## src/rtl/mmss_countdown_timer.sv

```systemverilog
// Keypad-loaded MM:SS countdown timer producing four registered BCD digits
// for the seven-segment decoder, with run/pause/done control.
module mmss_countdown_timer #(
    parameter int TICKS_PER_SEC = 50000000,
    parameter int PRESCALE_W    = 26
) (
    input  logic       clk,
    input  logic       reset,
    input  logic       digit_valid,
    input  logic [3:0] digit_in,
    input  logic       start_pause,
    input  logic       clear,
    output logic [3:0] minute_tens,
    output logic [3:0] minute_unit,
    output logic [3:0] second_tens,
    output logic [3:0] second_unit,
    output logic       running,
    output logic       done
);

    typedef enum logic [1:0] {IDLE, RUNNING, PAUSED, DONE} state_t;

    localparam logic [PRESCALE_W-1:0] LAST = PRESCALE_W'(TICKS_PER_SEC - 1);

    state_t                state;
    logic [PRESCALE_W-1:0] prescale;

    logic       digit_ok, time_zero, time_one, can_start;
    logic       borrow_su, borrow_st, borrow_mu;
    logic [3:0] dec_mt, dec_mu, dec_st, dec_su;

    assign digit_ok  = digit_valid && (digit_in <= 4'd9);
    assign time_zero = {minute_tens, minute_unit, second_tens, second_unit} == 16'h0000;
    assign time_one  = {minute_tens, minute_unit, second_tens, second_unit} == 16'h0001;
    assign can_start = !time_zero && (second_tens <= 4'd5);

    // BCD borrow chain; seconds tens wraps to 5, the other digits to 9
    assign borrow_su = (second_unit == 4'd0);
    assign borrow_st = borrow_su && (second_tens == 4'd0);
    assign borrow_mu = borrow_st && (minute_unit == 4'd0);
    assign dec_su = borrow_su ? 4'd9 : second_unit - 4'd1;
    assign dec_st = !borrow_su ? second_tens :
                    (second_tens == 4'd0) ? 4'd5 : second_tens - 4'd1;
    assign dec_mu = !borrow_st ? minute_unit :
                    (minute_unit == 4'd0) ? 4'd9 : minute_unit - 4'd1;
    assign dec_mt = borrow_mu ? minute_tens - 4'd1 : minute_tens;

    always_ff @(posedge clk or posedge reset) begin
        if (reset) begin
            state       <= IDLE;
            prescale    <= '0;
            minute_tens <= 4'd0;
            minute_unit <= 4'd0;
            second_tens <= 4'd0;
            second_unit <= 4'd0;
            running     <= 1'b0;
            done        <= 1'b0;
        end else if (clear) begin
            state       <= IDLE;
            prescale    <= '0;
            minute_tens <= 4'd0;
            minute_unit <= 4'd0;
            second_tens <= 4'd0;
            second_unit <= 4'd0;
            running     <= 1'b0;
            done        <= 1'b0;
        end else if (start_pause) begin
            // A pause on a wrap cycle leaves the prescaler at LAST, so the
            // suppressed decrement fires on the first cycle after resume.
            case (state)
                IDLE: if (can_start) begin
                    state    <= RUNNING;
                    prescale <= '0;
                    running  <= 1'b1;
                end
                RUNNING: begin
                    state   <= PAUSED;
                    running <= 1'b0;
                end
                PAUSED: begin
                    state   <= RUNNING;
                    running <= 1'b1;
                end
                default: ;
            endcase
        end else begin
            case (state)
                IDLE: if (digit_ok) begin
                    minute_tens <= minute_unit;
                    minute_unit <= second_tens;
                    second_tens <= second_unit;
                    second_unit <= digit_in;
                end
                DONE: if (digit_ok) begin
                    minute_tens <= 4'd0;
                    minute_unit <= 4'd0;
                    second_tens <= 4'd0;
                    second_unit <= digit_in;
                    state       <= IDLE;
                    done        <= 1'b0;
                end
                RUNNING: begin
                    if (prescale == LAST) begin
                        prescale    <= '0;
                        minute_tens <= dec_mt;
                        minute_unit <= dec_mu;
                        second_tens <= dec_st;
                        second_unit <= dec_su;
                        if (time_one) begin
                            state   <= DONE;
                            running <= 1'b0;
                            done    <= 1'b1;
                        end
                    end else begin
                        prescale <= prescale + PRESCALE_W'(1);
                    end
                end
                default: ;
            endcase
        end
    end

endmodule

```

## config.mk

```make
export PLATFORM = sky130hd
export DESIGN_NAME = mmss_countdown_timer
export DESIGN_NICKNAME = d
export VERILOG_FILES = /design/src/rtl/mmss_countdown_timer.sv
export SDC_FILE = /design/constraint.sdc
export NUM_CORES = 1
export LEC_CHECK = 0
export ABC_AREA = 1
export CAP_MARGIN = 15
export CORE_MARGIN = 4
export CORE_UTILIZATION = 50
export DETAILED_ROUTE_END_ITERATION = 6
export HOLD_SLACK_MARGIN = 0.12
export PLACE_DENSITY = 0.8
export SETUP_SLACK_MARGIN = 0.15
export SLEW_MARGIN = 20
export SYNTH_ARGS = -nofsm -noshare
export SYNTH_HDL_FRONTEND = slang
export SYNTH_SLANG_ARGS = --single-unit
export TNS_END_PERCENT = 30
```

## constraint.sdc

```tcl
create_clock -name clk -period 1.8 [get_ports clk]
set_input_delay 0.18 -clock clk [delete_from_list [all_inputs] [get_ports clk]]
set_output_delay 0.18 -clock clk [all_outputs]
set_load 0.005 [all_outputs]
```

# Yosys cells after proc, flatten, opt, wreduce, memory -nomap -nowiden
# Index checks and enable logic that the tools add are counted.
[totals] reg_bits=46 in_bits=9
[op_classes] n_addsub=5 magnitude_cmp=2 eq_ne=21 muxes=54 n_reduce_logical=27
[ops] cell="26-bit 2-to-1 mux" n=6
[ops] cell="4-bit 2-to-1 mux" n=23
[ops] cell="4-bit case mux with 3 select lines" n=3
[ops] cell="26-bit by 1-bit adder with 26-bit output, second input constant" n=1
[ops] cell="26-bit == test, second input constant" n=1
[ops] cell="6-bit AND reduction" n=4
[ops] cell="3-bit inequality test, second input constant" n=7
[ops] cell="16-bit by 1-bit == test with 1-bit output, second input constant" n=1
[ops] cell="16-bit logical NOT" n=1
[ops] cell="4-bit inequality test, second input constant" n=4
[ops] cell="4-bit by 1-bit subtractor with 4-bit output, second input constant" n=4
[ops] cell="3-bit nonzero test" n=5
[ops] cell="4-bit logical NOT" n=3
[ops] cell="2-bit 2-to-1 mux" n=6
[ops] cell="4-bit nonzero test" n=3
[ops] cell="1-bit 2-to-1 mux" n=11
[ops] cell="5-bit AND reduction" n=2
[ops] cell="3-bit by 1-bit inequality test with 1-bit output, second input constant" n=3
[ops] cell="4-bit case mux with 2 select lines" n=1
[ops] cell="2-bit case mux with 3 select lines" n=1
[ops] cell="5-bit by 1-bit inequality test with 1-bit output, second input constant" n=1
[ops] cell="2-bit == test, second input constant" n=2
[ops] cell="4-bit by 3-bit less-or-equal comparator with 1-bit output, second input constant" n=1
[ops] cell="4-bit less-or-equal comparator, second input constant" n=1
[ops] cell="11 further kinds" n=14

# Depth between registers and ports, before layout
[depth] word_depth=8 depth_mapped=13 depth_no_buf=13

# Worst setup path after synthesis
# OpenSTA, ideal clock, no wires.
[synth_path] path_type="reg2reg" from="reg minute_unit[0]" to="reg prescale[0]" setup_ns=0.119 t_arrival_ns=1.561 required_time_ns=1.681 path_slack_ns=0.120 path_stages_with_launch=11 n_path_buf=2 period_less_slack_ns=1.680 path_cell_list="dfrtp_1 -> inv_1 -> ha_1 -> nand2_1 -> nor2_2 -> nand2_2 -> nand2_4 -> a21oi_4 -> buf_6 -> buf_6 -> o21a_1"
[synth_between] elab_chain_cells=5
[synth_lines] item="from (decl)" line_no="14" text="output logic [3:0] minute_unit,"
[synth_lines] item="from (signal assigned)" line_no="90" text="minute_unit <= second_tens;"
[synth_lines] item="from (signal assigned)" line_no="106" text="minute_unit <= dec_mu;"
[synth_lines] item="16-bit logical NOT" line_no="33" text="assign time_zero = {minute_tens, minute_unit, second_tens, second_unit} == 16'h0000;"
[synth_lines] item="1-bit logical NOT" line_no="35" text="assign can_start = !time_zero && (second_tens <= 4'd5);"
[synth_lines] item="1-bit logical AND" line_no="35"
[synth_lines] item="3-bit by 1-bit inequality test with 1-bit output (no source line)"
[synth_lines] item="3-bit AND reduction (no source line)"
[synth_lines] item="to (signal assigned)" line_no="115" text="prescale <= prescale + PRESCALE_W'(1);"
[synth_lines] item="to (decl)" line_no="26" text="logic [PRESCALE_W-1:0] prescale;"
# No other way between the ends.
# A chain may end at the register's enable or synchronous reset.

# Worst setup path after layout
[layout_path] from="reg second_tens[1]" to="reg prescale[6]"
[layout_between] elab_chain_cells=5 word_cells_on_any_way=6
[layout_lines] item="from (decl)" line_no="15" text="output logic [3:0] second_tens,"
[layout_lines] item="from (signal assigned)" line_no="91" text="second_tens <= second_unit;"
[layout_lines] item="from (signal assigned)" line_no="107" text="second_tens <= dec_st;"
[layout_lines] item="branches (longest 2 deep; another with 4-bit by 3-bit less-or-equal comparator with 1-bit output)"
[layout_lines] item="1-bit logical AND *" line_no="35"
[layout_lines] item="3-bit by 1-bit inequality test with 1-bit output (no source line) *"
[layout_lines] item="3-bit AND reduction (no source line) *"
# Every way passes the cells marked *.

==> metrics.csv <==
stage,metric,value,unit
clocking,htreeDepth,2,
power,p_leak,2.195,nW
drt,drc,0,
sta,max_freq,545.8,MHz
final_layout,area.sequential,0.001154,sq mm
clocking,clock_latency,0.32,ns
drt,route.met3.wl,710,microns
die,placeableCoreArea,0.006832,sq mm
global_routing,grt_use_total,0.2419,
synthesis,syn-num-nets,527,
placed_design,routabilityCongestion,0.9649,
final_layout,area_growth,35.98,%
clocking,cts_tree,done,
synthesis,yosysSeqAreaShare,0.3271,
final_layout,drive_gt1_frac,0.3013,
critical_path,critical_path.endpoint_type,register,
synthesis,yosys_most_used_dff,dfrtp_1,
final_layout,diodes,0,
status,outcome,finished with violations,
global_routing,grt_pass1_vias,3720,
synthesis,synth.area.top_cells,"dfrtp_1 33%, nand2_1 15%, inv_1 6.7%",
sta,timing_hold_violations_final,0,
drt,firstDrtPassIters,5,
sta,finalCritPeriodShare,1.018,
global_routing,grt_max_degree,22,
die,rows,30,
critical_path,start_kind,register,
clocking,clkSinkCount,46,
sta,slew_viol_final,0,
final_layout,multi_input_area,0.002313,sq mm
synthesis,synth_top_area_share,0.3271,
clocking,clk_pin_slew,0.10,ns
placed_design,dp_cells,664,
drt,drt-total-wl,10590,microns
die,die_area,0.008446,sq mm
power,powerDensity,1342,mW/mm^2
sta,rsz0062_at_grt,yes,
min_path,hp-class,in -> async,
die,ios,27,
drt,vias_per_cell,5.511,
synthesis,ys_warn_count,0,
die,initial_core_util,0.5152,
synthesis,netlist_area,0.003520,sq mm
final_layout,fin_cells,700,
clocking,cts_root_buffer,clkbuf_8,
sta,relSlewSlack,0.7332,
clocking,numCtsBuffers,5,
final_layout,n_fill_cell,531,
synthesis,ys_async_sr_fraction,1.000,
global_routing,antenna_found_initial,0,
synthesis,ys_ff_latch,46,
power,ir_worst_vdd,0.0005241,V
placed_design,placed_cell_area,0.004175,sq mm
sta,worst_pin_slew,0.3997,ns
final_layout,final_nets,624,
synthesis,yosysUniqueCellTypes,38,
critical_path,arrival,2.04,ns
global_routing,grt_pass1_wl,16830,microns
critical_path,critPathMaxFanout,5,
final_layout,fin_area,0.004786,sq mm
critical_path,path_class,reg -> reg,
sta,fin_crit,1.832,ns
critical_path,cp_data_required_time,2.00,ns
global_routing,grt-ovfl-total,0,
status,violations,setup timing,
placed_design,portBuffers,26,
synthesis,avgSynthCellArea,6.956,sq um
drt,top_layer,met4,
drt,drt_iter0_markers,362,
drt,met2_length,5279,microns
flow_run,maxCapViolCount,0,
placed_design,dp_hpwl,6891,microns
drt,vias,3858,
sta,clock_skew,0.01232,ns
sta,fin_ws,-0.03219,ns
die,die_h,91.90,microns
synthesis,synthCells,506,
drt,antenna_left,0,
drt,routedWlPerCell,15.12,microns
synthesis,yosysTopAreaCell,dfrtp_1,
die,dieWidth,91.90,microns
synthesis,synth-edff-count,0,
power,totalPowerFinal,6.421,mW
clocking,clock_path_buffers,2,
drt,wl_met1,4200,microns
sta,setup_viol,10,
## placed cells by master, fill, tap and decap left out, drive strengths merged, types with 2 or more instances in the layout
master / count
xor2: 9
o22ai: 6
nor3: 8
nand4: 14
ha: 12
buf: 71
nor2: 72
nand2: 149
a21oi: 20
dfrtp: 46
xnor2: 2
inv: 72
clkbuf: 5
nand3: 50
o21bai: 5
clkdlybuf4s50: 26
o21ai: 26
a31oi: 2
## worst paths after layout
| path | from | end | slack, ns | depth (start not counted) |
|---|---|---|---|---|
| worst max-delay path | second_tens[1] | prescale[6] | -0.03 | 11 |
| worst max register to register | second_tens[1] | prescale[6] | -0.03 | 11 |
| min in group clk | running | running | 0.49 | 2 |
| max in group asynchronous | reset | minute_unit[1] | 1.15 | 3 |
| worst min register to register | running | running | 0.49 | 2 |
| worst min-delay path | reset | prescale[10] | 0.16 | 2 |
## cell type report
type	count	share of cell area
Multi-Input combinational cell	382	0.4834
Sequential cell	46	0.2410
Timing Repair Buffer	97	0.1741
Inverter	71	0.05673
Tap cell	96	0.02510
Clock buffer	5	0.01438
Clock inverter	3	0.005229
## sequential cells by signal, summed over array words and instances, names as in the netlist
register and count:
second_tens 4, minute_unit 4, second_unit 4, done 1
minute_tens 4, state 2, prescale 26, running 1
## where the power goes
group          switching, mW  internal, mW
Combinational           2.35          1.88
Clock                  0.402         0.281
Sequential             0.259          1.25
Total                   3.01          3.41
## per-stage QoR
| step | setup TNS, ns | hold slack, ns | utilization | setup WS [ns] |
|---|---|---|---|---|
| detailed placement | -0.4856 | 0.4775 | 0.6112 | -0.04686 |
| finish | -0.1466 | 0.1598 | 0.7005 | -0.03219 |
| floorplan | 0 | 0.4039 | - | 0.1264 |
| global placement | 0 | 0.4600 | 0.6112 | 0.003251 |
| CTS | 0 | 0.1668 | 0.6586 | 0.06830 |
| global route | -1.918 | 0.1840 | 0.7005 | -0.1434 |
## logic make-up after synthesis
group | count (synthesis) | share of synthesized area
simple gates | 295 | 0.3932
flops | 46 | 0.3271
xor+xnor | 11 | 0.02738
fa+ha+maj | 12 | 0.04266
buf+inv | 79 | 0.09563
compound gates | 63 | 0.1141
## what timing repair did
item                       CTS  global route
pin swaps                    7            12
setup buffers               11            15
gates cloned                 2             0
setup endpoints to repair   46            46
gates resized for setup     35            49
hold buffers                 0             0
## cell usage after synthesis, types with 2 or more instances
cell / instances
dfrtp_1: 46
nand2_4: 4
xnor2_1: 2
inv_1: 63
nor2_4: 4
a21oi_1: 18
nor2_2: 7
buf_2: 2
nor2_1: 60
nand4_1: 11
a31oi_1: 2
a21oi_4: 2
nand4_4: 2
o21bai_1: 5
inv_2: 8
nand2_2: 6
o21ai_1: 11
nand3_2: 3
buf_6: 4
nand2_1: 138
nor3_1: 8
ha_1: 12
o21ai_0: 9
o21ai_2: 5
buf_4: 2
nand3_1: 47
o22ai_1: 6
xor2_1: 9
## worst max-delay path, stage by stage, from the launching register on
cell     delay (ns)
dfrtp_1        0.42
inv_2          0.13
ha_4           0.15
inv_2          0.04
nand2_2        0.07
nor2_2         0.05
nor2_2         0.14
nand2_4        0.09
a21oi_4        0.25
buf_2          0.22
buf_4          0.12
o21ai_2        0.04
## layer usage
layer | GRT usage | vias up
met5 | 0 | -
met4 | 0.1139 | 0
met3 | 0.03856 | 42
met2 | 0.4221 | 189
met1 | 0.2898 | 1802
li1 | - | 1825
Note: power is estimated with default switching activity, not from simulation.
